`src/rtl/rr_arbiter4.sv`:
```
`default_nettype none
// ============================================================================
// Module   : rr_arbiter4
// Purpose  : Four-requester round-robin arbiter with registered one-hot grant,
//            encoded index and a one-cycle dead gap between grants.
//            Optional forced release after HOLD_MAX cycles: ARB_HOLD_TIMEOUT_EN
// Revision : 1.0 - initial release
// ============================================================================
module rr_arbiter4 #(
    parameter int HOLD_MAX = 8,
    parameter int CNT_W    = 4
) (
    input  logic       clk,
    input  logic       rst_n,
    input  logic [3:0] req,
    output logic [3:0] gnt,
    output logic [1:0] gnt_idx,
    output logic       gnt_valid,
    output logic       timeout
);

    typedef enum logic [1:0] {
        ST_IDLE  = 2'd0,
        ST_GRANT = 2'd1,
        ST_GAP   = 2'd2
    } state_t;

    if ((HOLD_MAX < 2) || (HOLD_MAX > 15) || ((2 ** CNT_W) <= HOLD_MAX)) begin : g_param_check
        $error("rr_arbiter4: HOLD_MAX must be 2..15 and fit in CNT_W bits");
    end

    state_t     r_state;
    logic [1:0] r_ptr;
    logic [3:0] r_gnt;
    logic [1:0] r_gnt_idx;

    logic [3:0] w_rot;
    logic [1:0] w_off;
    logic       w_any;
    logic [1:0] w_pick;
    logic [3:0] w_pick_onehot;
    logic       w_hold;
    logic       w_force;

    // Rotate req so that bit 0 is the requester currently at the head of the order.
    always_comb begin
        w_rot = req;
        case (r_ptr)
            2'd0:    w_rot = req;
            2'd1:    w_rot = {req[0],   req[3:1]};
            2'd2:    w_rot = {req[1:0], req[3:2]};
            default: w_rot = {req[2:0], req[3]};
        endcase
    end

    always_comb begin
        w_off = 2'd3;
        if (w_rot[0])      w_off = 2'd0;
        else if (w_rot[1]) w_off = 2'd1;
        else if (w_rot[2]) w_off = 2'd2;
        else               w_off = 2'd3;
    end

    assign w_any         = |req;
    assign w_pick        = r_ptr + w_off;
    assign w_pick_onehot = 4'b0001 << w_pick;
    assign w_hold        = req[r_gnt_idx];

`ifdef ARB_HOLD_TIMEOUT_EN
    localparam logic [CNT_W-1:0] c_hold_max  = CNT_W'(HOLD_MAX);
    localparam logic [CNT_W-1:0] c_hold_last = CNT_W'(HOLD_MAX - 1);

    logic [CNT_W-1:0] r_cnt;
    logic             r_timeout;

    // Only a still-held grant with someone else waiting is cut short.
    assign w_force = w_hold && (r_cnt == c_hold_last) && |(req & ~r_gnt);
    assign timeout = r_timeout;
`else
    assign w_force = 1'b0;
    assign timeout = 1'b0;
`endif

    always_ff @(posedge clk or negedge rst_n) begin
        if (!rst_n) begin
            r_state   <= ST_IDLE;
            r_ptr     <= 2'd0;
            r_gnt     <= 4'b0000;
            r_gnt_idx <= 2'd0;
`ifdef ARB_HOLD_TIMEOUT_EN
            r_cnt     <= '0;
            r_timeout <= 1'b0;
`endif
        end else begin
`ifdef ARB_HOLD_TIMEOUT_EN
            r_timeout <= 1'b0;
`endif
            case (r_state)
                ST_IDLE, ST_GAP: begin
                    if (w_any) begin
                        r_state   <= ST_GRANT;
                        r_gnt     <= w_pick_onehot;
                        r_gnt_idx <= w_pick;
`ifdef ARB_HOLD_TIMEOUT_EN
                        r_cnt     <= '0;
`endif
                    end else begin
                        r_state   <= ST_IDLE;
                    end
                end
                ST_GRANT: begin
                    if (!w_hold || w_force) begin
                        r_state <= ST_GAP;
                        r_gnt   <= 4'b0000;
                        r_ptr   <= r_gnt_idx + 2'd1;
`ifdef ARB_HOLD_TIMEOUT_EN
                        r_timeout <= w_force;
                    end else if (r_cnt != c_hold_max) begin
                        r_cnt <= r_cnt + 1'b1;
`endif
                    end
                end
                default: begin
                    r_state <= ST_IDLE;
                    r_gnt   <= 4'b0000;
                end
            endcase
        end
    end

    assign gnt       = r_gnt;
    assign gnt_idx   = r_gnt_idx;
    assign gnt_valid = |r_gnt;

endmodule
`default_nettype wire

```
`config.mk`:
```
export PLATFORM = sky130hd
export DESIGN_NAME = rr_arbiter4
export DESIGN_NICKNAME = d
export VERILOG_FILES = /design/src/rtl/rr_arbiter4.sv
export SDC_FILE = /design/constraint.sdc
export NUM_CORES = 1
export LEC_CHECK = 0
export BUFFER_PORTS_ARGS = -buffer_cell sky130_fd_sc_hd__buf_2
export CORE_MARGIN = 2
export CORE_UTILIZATION = 35
export CTS_CLUSTER_DIAMETER = 30
export DETAILED_ROUTE_END_ITERATION = 8
export GPL_ROUTABILITY_DRIVEN = 0
export SLEW_MARGIN = 20
export SYNTH_ARGS = -nofsm -noshare
export SYNTH_HDL_FRONTEND = slang
export SYNTH_SLANG_ARGS = --single-unit
```
`constraint.sdc`:
```
create_clock -name clk -period 4.85 [get_ports clk]
set_input_delay 0.485 -clock clk [delete_from_list [all_inputs] [get_ports clk]]
set_output_delay 0.485 -clock clk [all_outputs]
set_load 0.05 [all_outputs]
```
Yosys cells after proc, flatten, opt, wreduce, memory -nomap -nowiden
Index checks and enable logic that the tools add are counted.
{ "classes": {"n_addsub": 2, "order_cmp": 1, "eq_ne": 6, "shifts": 1, "mux": 12, "n_bitwise": 1, "reduce_logical": 8} }
{ "op_table": {"columns": ["cell", "n"], "rows": [
  ["$pmux W3 S3", 1],
  ["$mux W4", 2],
  ["$pmux W4 S2", 1],
  ["$reduce_or A4 Y1", 2],
  ["$mux W2", 3],
  ["$reduce_and A2 Y1", 3],
  ["$eq A2 B1 Y1 const B", 2],
  ["$eq A2 B2 Y1 const B", 2],
  ["$logic_not A2 Y1", 2],
  ["$ne A2 B2 Y1 const B", 2],
  ["$pmux W2 S2", 1],
  ["$shl A1 B2 Y4 const A", 1],
  ["$lt A2 B3 Y1 const B", 1],
  ["$mux W1", 3],
  ["$add A2 B1 Y2 const B", 1],
  ["$add A2 B2 Y2", 1],
  ["$bmux W1 S2", 1],
  ["$reduce_or A2 Y1", 1],
  ["$not A1 Y1", 1]
]} }
{ "totals": {"ff_bits": 10, "input_bits": 6, "output_inout_bits": 8, "wordCells": 35} }

Longest topological paths before layout
{ "logic_depth": {"depth_word": 9, "depth_mapped": 10, "ltp_nobuf": 9} }

Worst setup path after synthesis
OpenSTA, ideal clock, no wires.
{ "synth_timing": {"path_type": "reg-to-output", "start": "register r_gnt[1] (netlist: gnt[1])", "end": "output gnt_valid", "t_arrival_ns": 1.386, "path_slack_ns": 2.979, "path_stages_with_launch": 2, "path_cell_list": "dfrtp_1 > or4_1"} }
{ "synth_via": {"elab_chain_len": 1} }
{ "synth_lines": {"columns": ["item", "line", "source"], "rows": [
  ["start: declaration", "34", "logic [3:0] r_gnt;"],
  ["start signal: assignment", "102", "r_gnt <= w_pick_onehot;"],
  ["$reduce_or A4 Y1", "133", "assign gnt_valid = |r_gnt;"],
  ["end: declaration", "18", "output logic gnt_valid,"]
]} }
Every way passes these cells.

Final worst setup path
{ "layout_timing": {"start": "register r_ptr[1]", "end": "register r_gnt[2] (netlist: gnt[2])"} }
{ "layout_via": {"elab_chain_len": 9, "word_cells_on_any_way": 11, "cone_classes": "add/sub: 1; eq/ne: 2; shift: 1; mux: 6; reduce/logical: 1"} }
{ "layout_lines": {"columns": ["item", "line", "source"], "rows": [
  ["start: declaration", "33", "logic [1:0] r_ptr;"],
  ["start signal: assignment", "115", "r_ptr <= r_gnt_idx + 2'd1;"],
  ["$eq A2 B2 Y1 (tied with other cells)", "48", "case (r_ptr)"],
  ["$pmux W3 S3", "48", null],
  ["$mux W1", "60", "else if (w_rot[2]) w_off = 2'd2;"],
  ["$mux W2", "59", "else if (w_rot[1]) w_off = 2'd1;"],
  ["$mux W2", "58", "if (w_rot[0]) w_off = 2'd0;"],
  ["$add A2 B2 Y2 *", "65", "assign w_pick = r_ptr + w_off;"],
  ["$shl A1 B2 Y4 *", "66", "assign w_pick_onehot = 4'b0001 << w_pick;"],
  ["$mux W4 *", "100", "if (w_any) begin"],
  ["$pmux W4 S2 *", "98", "case (r_state)"]
]} }
Mark *: on every way between the ends. The rest lies on a longest branch, timed or not. The select of a mux whose other input is x is not followed.
A chain may end at the register's enable or synchronous reset.

==> results.cfg <==
[logic_synthesis]
synth_nets = 81
netlist_instances = 74
asyncSetResetFlopFracSynth = 1.000
synth_area_um2 = 674.4
synth_warnings = 0
ys_seq_area_frac = 0.3711
syn_area_per_cell_um2 = 9.113
synth_seq_cells = 10
ys_types = 33
synthFlopType = dfrtp_1
synth_enable_flop_cells = 0

[power_and_ir_drop]
p_switching_uw = 284.4
p_sw_frac = 0.5006
pwr-share-clk = 0.137
p_int_uw = 283.8
pwr-share-comb = 0.570
sequentialPowerShare = 0.294
p_total_uw = 568.2
leakagePower_uw = 0.0003532
p_per_area_nw_per_um2 = 719.7
ir_worst_vdd_v = 0.0002638

[global_route]
grt_util_met3 = 0.02264
overflow = 0
met1_usage = 0.1674
grt_max_degree = 12
grt-busiest-layer = met2
grt_pass1_vias = 520
grt_pass1_wl_um = 2166
track_usage = 0.1422
use_met2 = 0.2267
antenna_found_initial = 0

[placement]
port_buffers = 12
dp_hpwl_um = 1071

[routing]
drc = 0
dr.pass1.iters = 4
finalWirelength_um = 1423
vias = 607
drt-vias-per-instance = 5.372
final_antenna_net_count = 0
drt_iter0_markers = 13
wl_per_cell_um = 12.59

[final_layout]
syn2layout_area_growth_pct = 17.07
fin_nets = 96
fillCellCount = 192
n_antenna_cell = 0
drive_gt1_frac = 0.2614

[sta]
tightest_slew_ns = 0.4962
fmax_mhz = 485.3
min_period_ns = 2.060
slew_violations = 0
setup_viol = 0
slew_headroom = 0.6657
rsz0062_at_grt = no
period_share = 0.4248
hold_viol = 0
skew_ns = 0.0005129
finalSetupTns_ns = 0

[floorplanning]
fp.dieW_um = 47.90
row_count = 15
boundaryPins = 14
die_area_um2 = 2294
start_util = 0.3823
core_um2 = 1764
die_y_um = 47.90

[clocking]
clock-sinks = 10
cts_buffers = 3
post_cts.repair.setup_buffers = 0
ctsHoldBuffers = 0
cts_buffer_depth = 2
insertion_delay_ns = 0.27
clk_pin_slew_ns = 0.07
cts_tree = built
cts_root_buffer = clkbuf_4
cts_max_level = 1
cts-resized-gates = 0

[critical_path]
cp_data_arrival_time_ns = 2.27
cp_slowest_cell = dfrtp_1
worst_setup_path_end_kind = flop
path_max_fanout = 11
reg2reg_slack_ns = 2.79
crit_path_frequent_cell = a21oi_1
critPathKind = reg -> reg
crit_buf_inv = 0
crit_family = flip-flops
cp.required_ns = 5.06
worstPathCellList = nand2b_1 -> a21oi_1 -> a311oi_1 -> a21oi_1 -> ha_1 -> xor2_1 -> nor4_1 -> o21ai_0 -> nand3_1
max_stage_delay_ns = 0.55
crit_path_start_kind = flop

[outcome]
run_status = finished clean

[hold_path]
min-delay-path-class = in -> async

[job]
drv_cap = 0
## final timing paths
kind	endpoint	cells after the start	startpoint
worst max-delay path	gnt[2]	9	r_ptr[1]
worst min-delay path	r_state[1]	1	rst_n
worst max register to register	gnt[2]	9	r_ptr[1]
worst min register to register	r_state[1]	1	r_state[1]
max in group asynchronous	gnt_idx[0]	1	rst_n
min in group clk	r_state[1]	1	r_state[1]
## Yosys cell counts (2+ instances only)
cell | n | area, µm²
nand2b_1 | 2 | 12.51
nand2_1 | 4 | 15.01
nor4_1 | 2 | 12.51
nor3b_1 | 2 | 15.01
a21oi_1 | 3 | 15.01
xnor2_1 | 2 | 17.52
o21ai_0 | 8 | 40.04
inv_1 | 5 | 18.77
dfrtp_1 | 10 | 250.2
nand3_1 | 9 | 45.04
nor3_1 | 3 | 15.01
nor2_1 | 3 | 11.26
## cells by family after synthesis
kind of cell             Yosys count  share of synthesized area
AND/OR/NAND/NOR                   30                     0.2783
AO/OA/AOI/OAI                     20                     0.1930
flip-flops                        10                     0.3711
buffers and inverters              7                    0.04638
XOR/XNOR                           3                    0.03897
multiplexers                       2                    0.04824
adder cells (fa/ha/maj)            1                    0.01855
other                              1                   0.005561
## cells in the final DEF (no fill, tap or decap), drive strengths merged, types with 2 or more instances in the layout
cell	netlist	routed
a21oi	3	3
buf	2	12
clkbuf	0	4
dfrtp	10	10
inv	5	5
nand2	4	4
nand2b	2	2
nand3	9	9
nor2	3	3
nor3	4	4
nor3b	2	2
nor4	3	3
o21ai	9	9
xnor2	2	2
## through the flow
step | cells | hold WS [ns] | utilization | setup slack, ns | area, µm²
after floorplan | 74 | 0.1894 | - | 2.979 | 674.4
after global placement | 109 | 0.3588 | 0.4270 | 2.785 | 753.2
after detailed placement | 109 | 0.3653 | 0.4270 | 2.787 | 753.2
after CTS | 113 | 0.07693 | 0.4475 | 2.785 | 789.5
after global routing | 113 | 0.07055 | 0.4475 | 2.539 | 789.5
final | 113 | 0.06205 | 0.4475 | 2.790 | 789.5
## routing by layer
metal,part of all wire,up-vias
met5,0,-
met4,0.031,0
met3,0.037,4
met2,0.50,12
met1,0.43,290
li1,-,301
## sequential cells by signal (all words and copies together) (netlist names)
name and cells:
gnt 4, r_ptr 2, gnt_idx 2, r_state 2
## area by class of cell
type / instances / area [µm²] / share of cell area
multi-input cells: 57 / 392.9 / 0.4976
clock buffers: 4 / 36.28 / 0.04596
flip-flops and latches: 10 / 250.2 / 0.3170
repair buffers: 12 / 60.06 / 0.07607
inverters: 5 / 18.77 / 0.02377
well taps: 25 / 31.28 / 0.03962
## power by group through the flow
stage	combinational [µW]	sequential [µW]	clock, µW
floorplan	220	207	0
global placement	321	167	0
detailed placement	324	169	0
CTS	327	167	77.0
global route	358	174	83.7
finish	324	167	77.7
## worst reg2reg max path, cell delays in order (launching register included)
cell and delay (ns):
dfrtp_1 0.55, nand2b_1 0.16, a21oi_1 0.06, a311oi_1 0.26
a21oi_1 0.08, ha_1 0.23, xor2_1 0.18, nor4_1 0.24
o21ai_0 0.15, nand3_1 0.10
No activity file was read; power rests on OpenSTA's default activity.
